[config.mk]
export PLATFORM = sky130hd
export DESIGN_NAME = pwm_duty_decoder
export DESIGN_NICKNAME = d
export VERILOG_FILES = /design/src/rtl/sound_pkg.sv /design/src/rtl/sync_edge_detect.sv /design/src/rtl/pwm_duty_decoder.sv
export SDC_FILE = /design/constraint.sdc
export NUM_CORES = 1
export LEC_CHECK = 0
export BUFFER_PORTS_ARGS = -buffer_cell sky130_fd_sc_hd__buf_2
export CAP_MARGIN = 40
export CORE_MARGIN = 5
export CORE_UTILIZATION = 52
export CTS_BUF_LIST = sky130_fd_sc_hd__clkbuf_4 sky130_fd_sc_hd__clkbuf_8 sky130_fd_sc_hd__clkbuf_16
export CTS_CLUSTER_SIZE = 14
export DETAILED_ROUTE_END_ITERATION = 10
export GPL_TIMING_DRIVEN = 0
export PLACE_DENSITY = 0.75
export SYNTH_ARGS = -nofsm -noshare
export SYNTH_HDL_FRONTEND = slang
export SYNTH_SLANG_ARGS = --single-unit
[constraint.sdc]
create_clock -name clk -period 1.7 [get_ports clk]
set_clock_uncertainty 0.15 [all_clocks]
set_input_delay 0.085 -clock clk [delete_from_list [all_inputs] [get_ports clk]]
set_output_delay 0.085 -clock clk [all_outputs]
set_load 0.05 [all_outputs]
[src/rtl/sound_pkg.sv]
// rtl/sound_pkg.sv - shared constants and types for the audio PWM path
package sound_pkg;

  localparam int PWM_PERIOD = 1042;
  localparam int PWM_WIDTH  = 11;

  typedef enum logic [1:0] {
    WAIT_EDGE,
    MEAS,
    STUCK
  } pwm_dec_state_t;

endpackage

[src/rtl/sync_edge_detect.sv]
// rtl/sync_edge_detect.sv - multi-flop synchronizer with registered level and rising-edge strobe
module sync_edge_detect #(
  parameter int SYNC_STAGES = 2
) (
  input  logic clk,
  input  logic rst,
  input  logic din,
  output logic lvl,
  output logic rise
);

  logic [SYNC_STAGES-1:0] sync_q;

  // lvl doubles as the previous-level flop, so lvl and rise land on the same cycle
  always_ff @(posedge clk) begin
    if (rst) begin
      sync_q <= '0;
      lvl    <= 1'b0;
      rise   <= 1'b0;
    end else begin
      sync_q <= {sync_q[SYNC_STAGES-2:0], din};
      lvl    <= sync_q[SYNC_STAGES-1];
      rise   <= sync_q[SYNC_STAGES-1] & ~lvl;
    end
  end

endmodule

[src/rtl/pwm_duty_decoder.sv]
// rtl/pwm_duty_decoder.sv - recovers duty and period of a PWM waveform, flags stuck lines
module pwm_duty_decoder
  import sound_pkg::*;
#(
  parameter int PERIOD      = PWM_PERIOD,
  parameter int WIDTH       = PWM_WIDTH,
  parameter int TOL         = 2,
  parameter int SYNC_STAGES = 2
) (
  input  logic                             clk,
  input  logic                             rst,
  input  logic                             pwm_in,
  output logic [WIDTH-1:0]                 duty,
  output logic [$clog2(2*PERIOD+1)-1:0]    period_meas,
  output logic                             sample_valid,
  output logic                             period_ok,
  output logic                             stuck_low,
  output logic                             stuck_high
);

  localparam int            CW       = $clog2(2*PERIOD+1);
  localparam logic [CW-1:0] CNT_MAX  = CW'(2*PERIOD);
  localparam logic [CW-1:0] PER_NOM  = CW'(PERIOD);
  localparam int            DUTY_MAX = (1 << WIDTH) - 1;

  pwm_dec_state_t   state;
  logic             lvl;
  logic             rise;
  logic [CW-1:0]    per_cnt;
  logic [CW-1:0]    hi_cnt;
  logic [WIDTH-1:0] duty_sat;
  logic [WIDTH-1:0] duty_stuck;
  logic             per_in_tol;
  logic             timeout;
  logic             do_sample;
  logic             do_stuck;
  int               per_diff;

  sync_edge_detect #(
    .SYNC_STAGES(SYNC_STAGES)
  ) u_sync (
    .clk  (clk),
    .rst  (rst),
    .din  (pwm_in),
    .lvl  (lvl),
    .rise (rise)
  );

  // a rise in the timeout cycle wins, so timeout is masked by rise
  always_comb begin
    per_diff   = int'(per_cnt) - PERIOD;
    per_in_tol = (per_diff <= TOL) && (per_diff >= -TOL);
    duty_sat   = (int'(hi_cnt) > DUTY_MAX) ? WIDTH'(DUTY_MAX) : WIDTH'(hi_cnt);
    duty_stuck = lvl ? WIDTH'(PERIOD) : '0;
    timeout    = (per_cnt == CNT_MAX) && !rise;
    do_sample  = (state == MEAS) && rise;
    do_stuck   = (state != WAIT_EDGE) && timeout;
  end

  always_ff @(posedge clk) begin
    if (rst) begin
      state        <= WAIT_EDGE;
      per_cnt      <= '0;
      hi_cnt       <= '0;
      duty         <= '0;
      period_meas  <= '0;
      sample_valid <= 1'b0;
      period_ok    <= 1'b0;
      stuck_low    <= 1'b0;
      stuck_high   <= 1'b0;
    end else begin
      sample_valid <= do_sample || do_stuck;

      // a timeout restarts the count so stuck reports repeat every 2*PERIOD cycles
      if (rise || do_stuck) begin
        per_cnt <= CW'(1);
        hi_cnt  <= CW'(lvl);
      end else if (state != WAIT_EDGE) begin
        per_cnt <= (per_cnt == CNT_MAX) ? CNT_MAX : per_cnt + CW'(1);
        hi_cnt  <= (hi_cnt == CNT_MAX || !lvl) ? hi_cnt : hi_cnt + CW'(1);
      end

      if (do_sample) begin
        duty        <= duty_sat;
        period_meas <= per_cnt;
        period_ok   <= per_in_tol;
      end

      if (do_stuck) begin
        duty        <= duty_stuck;
        period_meas <= PER_NOM;
        period_ok   <= 1'b1;
        stuck_high  <= lvl;
        stuck_low   <= ~lvl;
      end else if (rise) begin
        stuck_high  <= 1'b0;
        stuck_low   <= 1'b0;
      end

      case (state)
        WAIT_EDGE: if (rise)     state <= MEAS;
        MEAS:      if (do_stuck) state <= STUCK;
        STUCK:     if (rise)     state <= MEAS;
        default:                 state <= WAIT_EDGE;
      endcase
    end
  end

endmodule

==> Word level (Yosys, flattened, before mapping) <==
Cells that the tools add are included.
{ "totals": {"register_bits": 57, "out_inout_bits": 27, "input_bits": 3, "mem_count": 0, "wordCells": 71, "latch_bits": 0, "rom_bits": 0, "ram_bits": 0} }
{ "op_classes": {"n_reduce_logical": 20, "add_sub_neg": 3, "bitwise_logic": 3, "n_div": 0, "magnitude_cmp": 3, "muxes": 20, "n_mul": 0, "n_eq_ne": 7, "shifts": 0} }
{ "ops": {"columns": ["operator", "n"], "rows": [
  ["11-bit 2-to-1 mux", 6],
  ["12-bit by 1-bit adder with 12-bit output, second input constant", 2],
  ["12-bit == test, second input constant", 2],
  ["13-bit by 2-bit >= comparator with 1-bit output, second input constant", 1],
  ["13-bit by 3-bit <= comparator with 1-bit output, second input constant", 1],
  ["12-bit by 11-bit subtractor with 13-bit output, second input constant", 1],
  ["12-bit by 11-bit greater-than comparator with 1-bit output, second input constant", 1],
  ["12-bit 2-to-1 mux", 1],
  ["1-bit 2-to-1 mux", 10],
  ["2-bit nonzero test", 4],
  ["2-bit AND reduction", 3],
  ["2-bit OR reduction", 3],
  ["1-bit logical AND", 4],
  ["2-bit 2-to-1 mux", 2],
  ["2-bit != test, second input constant", 2],
  ["2-bit case mux with 2 select lines", 1],
  ["1-bit logical OR", 3],
  ["2-bit by 1-bit == test with 1-bit output, second input constant", 1],
  ["2-bit == test, second input constant", 1],
  ["1-bit logical NOT", 2],
  ["2-bit logical NOT", 1],
  ["2-bit by 1-bit != test with 1-bit output, second input constant", 1],
  ["1-bit NOT", 2],
  ["1-bit AND", 1]
]} }

==> Logic depth before layout (Yosys ltp) <==
{ "depth": {"depth_word": 6, "ltp_mapped": 8, "mapped_depth_nobuf": 7} }

==> Modules after synthesis <==
From an unflattened synthesis, not the netlist that was laid out.
{ "hier_totals": {"cells_unflattened": 301, "hier_area_um2": 2603.7} }
{ "by_module_without_submodules": {"columns": ["mod", "area_each_um2", "seq_area_each_um2", "cells_per_inst", "n_inst"], "rows": [
  ["pwm_duty_decoder", 2492.4, 1061.0, 293, 1],
  ["sync_edge_detect", 111.4, 80.1, 8, 1]
]} }

==> Worst setup path after synthesis <==
Ideal clock, no wire load.
{ "synth_timing": {"path_kind": "register to register", "startpoint": "register per_cnt[1]", "endpoint": "register duty[1]", "path_stages_with_launch": 9, "setup_ns": 0.120, "n_path_buf": 1, "period_less_slack_ns": 1.830, "setup_slack_ns": -0.130, "arrival_time_ns": 1.560, "t_required_ns": 1.430, "path_cell_list": "dfxtp_1 > inv_1 > ha_1 > and3b_1 > and4_4 > a21o_1 > buf_6 > nor2_2 > a211o_1"} }
{ "synth_between": {"elab_chain_len": 4, "word_cells_on_any_way": 5, "classes_between": "eq/ne: 1; mux: 1; reduce/logical: 3"} }
{ "synth_rtl": {"columns": ["item", "line_no", "text"], "rows": [
  ["from (decl)", "pwm_duty_decoder.sv:29", "logic [CW-1:0] per_cnt;"],
  ["from (signal assigned)", "pwm_duty_decoder.sv:79", "per_cnt <= (per_cnt == CNT_MAX) ? CNT_MAX : per_cnt + CW'(1);"],
  ["12-bit == test (*)", "pwm_duty_decoder.sv:55", "timeout = (per_cnt == CNT_MAX) && !rise;"],
  ["1-bit logical AND (*)", "pwm_duty_decoder.sv:55", null],
  ["1-bit logical AND (*)", "pwm_duty_decoder.sv:57", "do_stuck = (state != WAIT_EDGE) && timeout;"],
  ["11-bit 2-to-1 mux / 2-bit nonzero test (equally long branches)", null, null],
  ["to (signal assigned)", "pwm_duty_decoder.sv:84", "duty <= duty_sat;"],
  ["to (signal assigned)", "pwm_duty_decoder.sv:90", "duty <= duty_stuck;"],
  ["to (decl)", "pwm_duty_decoder.sv:13", "output logic [WIDTH-1:0] duty,"]
]} }
Mark *: on every way between the ends. The rest lies on a longest branch, timed or not.
A chain may end at the register's enable or synchronous reset.

==> Final worst setup path <==
Ends and elaborated chain as after synthesis.

==> impl_results.md <==
* Pre-Repair DR Iteration Count at 5
* Synthesized area at 2580 um2
* Final Slew Violations at 0
* Status: finished with violations
* Starting Density at 0.540
* CP required at 1.79 ns
* Synth area leaders: dfxtp_1, nor2_1, nand2_1
* Hold worst-path end: u_sync.sync_q[1]
* Syn_nets at 316
* CTS sink cnt at 57
* Ys flop type: dfxtp_1
* Hold_sp: u_sync.sync_q[0]
* Die area at 6480 um2
* RSZ-0062 raised after global routing: yes
* Top cell type's share of synthesized area at 0.441
* Cell variety after synth at 45
* Tmin final at 1.85 ns
* Relative slew margins at 0.604
* Post-layout util at 0.761
* Routed wire length at 6970 um
* Port Buffers at 29
* Worst slew pin tran at 0.594 ns
* Setup WS post-layout at -0.155 ns
* CP Max Fanout at 4
* Power Density at 822 nW/um2
* Syn avg cell area at 8.45 um2
* Peak supply drop at 0.510 mV
* Leak at 1.45 nW
* Critical Path Sink Type: flop
* Async SR Flop Fraction at 0
* Total number of vias at 2411
* Most frequent cells in the layout: dfxtp_1, nor2_1, nand2_1
* DRT iter0 DRCs at 103
* Min Hold Slack at 0.297 ns
* Die width at 80.5 um
* Worst Path Arrival at 1.95 ns
* Clk_lat worst skew at 0.35 ns
* Number of routed nets with antenna violations at 0
* Vias in the first global route at 2275
* I/O pin count at 30
* Largest net degree at the start of global routing at 11
* Yosys reg bits at 57
* Most common cell after layout, fill and taps aside: dfxtp_1
* # diodes at 0
* Final period util at 1.09
* Register clock-pin slew on the reported worst setup and hold paths at 0.07 ns
* WHS Path Cells at 1
* R2R setup slack at -0.15 ns
* Clk buf depth at 2
* Initial antenna violation count at 0
* Min-delay worst type: flop to flop
* Final Hold Vio Count at 0
* Failing checks: negative setup slack
* Sequential share of the synthesized area at 0.441
* Die H at 80.5 um
* FF-to-FF path depth at 8
* Crit start category: flop
* Post-synth EDFFs at 0
* Yosys warnings at 0
* Reg2reg end: duty[1]
* GPL Wtd Cong at 0.815
* Final setup violation count at 28
* Area leader, netlist: dfxtp_1
* CTS tree: built
* Row count at 25
* Core area at 4790 um2
* Vias per std cell at 5.45
* All-Layer GR Usage at 0.218
* Fmax at 539 MHz
* Max_cap viols at 0
* DP HPWL at 4140 um
* Kind of critical path: flop to flop
* Inserted Clock Buffers at 9
* Final #Nets at 380
* First-pass GRT wire length at 10700 um
* H-tree levels at 3
* DRC viols at 0
* Reg2reg start: per_cnt[1]
* Total grt overflow at 0
* Area delta synth->final at 40.9%
* Layout cell share with drive strength beyond 1 at 0.429
* Clock Root Buffer: clkbuf_8
* Synth Instances at 306
* Post-DR wirelength/cell at 15.8 um
-- state kept, by name, indices dropped and copies added (netlist names) --
name / count
hi_cnt: 12
per_cnt: 12
period_meas: 12
duty: 11
state: 2
u_sync.sync_q: 2
period_ok: 1
sample_valid: 1
stuck_high: 1
stuck_low: 1
u_sync.lvl: 1
u_sync.rise: 1
-- how the worst max path moves through the flow --
stage                     startpoint  depth (start not counted)  slack [ns]    endpoint
after floorplan           per_cnt[9]                          7       -0.08     duty[1]
after global placement    per_cnt[9]                          6       -0.23  per_cnt[9]
after detailed placement  per_cnt[7]                          7       -0.25     duty[1]
after CTS                 per_cnt[6]                          5       -0.17    state[1]
after global routing      per_cnt[8]                          6       -0.23    duty[10]
final                     per_cnt[1]                          8       -0.15     duty[1]
-- metal layers --
metal	GRT usage	vias to the layer above	share of wire
met5	0	-	0
met4	0.0997	0	0.022
met3	0.0886	16	0.061
met2	0.344	78	0.49
met1	0.257	1142	0.42
li1	-	1175	-
-- cells in the mapped netlist, drive strengths merged (7+ instances only) --
library cell and n:
a21oi 24, buf 12, dfxtp 57, ha 7, inv 7, nand2 33
nand4 7, nor2 43, nor2b 7, nor3 24, o21ai 8, xnor2 8
xor2 12
-- critical path, stage by stage, from the launching register on --
cell and delay, ns:
dfxtp_4 0.36, inv_6 0.08, ha_4 0.13, and3b_2 0.23, and4_4 0.23, a21o_1 0.12
buf_6 0.13, nor2_2 0.05, a211o_1 0.26
-- layout make-up --
cell class / instances / area (um2)
tap: 67 / 83.8
multi-input combinational: 224 / 1600
timing repair buffer: 58 / 399
buffer: 13 / 101
clock inverter: 4 / 72.6
inverter: 7 / 33.8
clock buffer: 12 / 170
fill: 328 / 1140
sequential: 57 / 1180
-- cells by family (layout without fill, tap and decap cells) --
logic type | after synthesis | count (layout) | synth area share
adder cells (fa/ha/maj) | 7 | 7 | 0.0339
AO/OA/AOI/OAI | 46 | 46 | 0.109
buffers and inverters | 25 | 94 | 0.0503
XOR/XNOR | 20 | 20 | 0.0678
flip-flops | 57 | 57 | 0.441
multiplexers | 1 | 1 | 0.00387
AND/OR/NAND/NOR | 150 | 150 | 0.293
-- power by group --
part | total (mW) | internal (mW) | switching, mW
Combinational | 0.130 | 0.0604 | 0.0701
Sequential | 1.34 | 1.34 | 0.00779
Clock | 1.52 | 0.967 | 0.551
Total | 2.99 | 2.36 | 0.629
-- through the flow --
stage          power, mW  area, um2  TNS [ns]  worst slack, ns  instances
2_1_floorplan       1.43       2640    -0.243          -0.0793        306
3_3_place_gp        1.46       2870     -7.18           -0.226        402
3_5_place_dp        1.46       2870     -8.08           -0.253        402
4_1_cts             3.00       3370     -3.01           -0.175        433
5_1_grt             3.08       3640     -4.06           -0.233        442
6_report            2.99       3640     -2.30           -0.155        442
-- what timing repair did --
item	in CTS	in global routing
setup endpoints to repair	49	51
hold buffers	2	0
gates resized for setup	36	61
gates cloned	1	0
setup buffers	15	12
hold endpoints to repair	4	0
pin swaps	17	23
No activity file was read; power rests on OpenSTA's default activity.
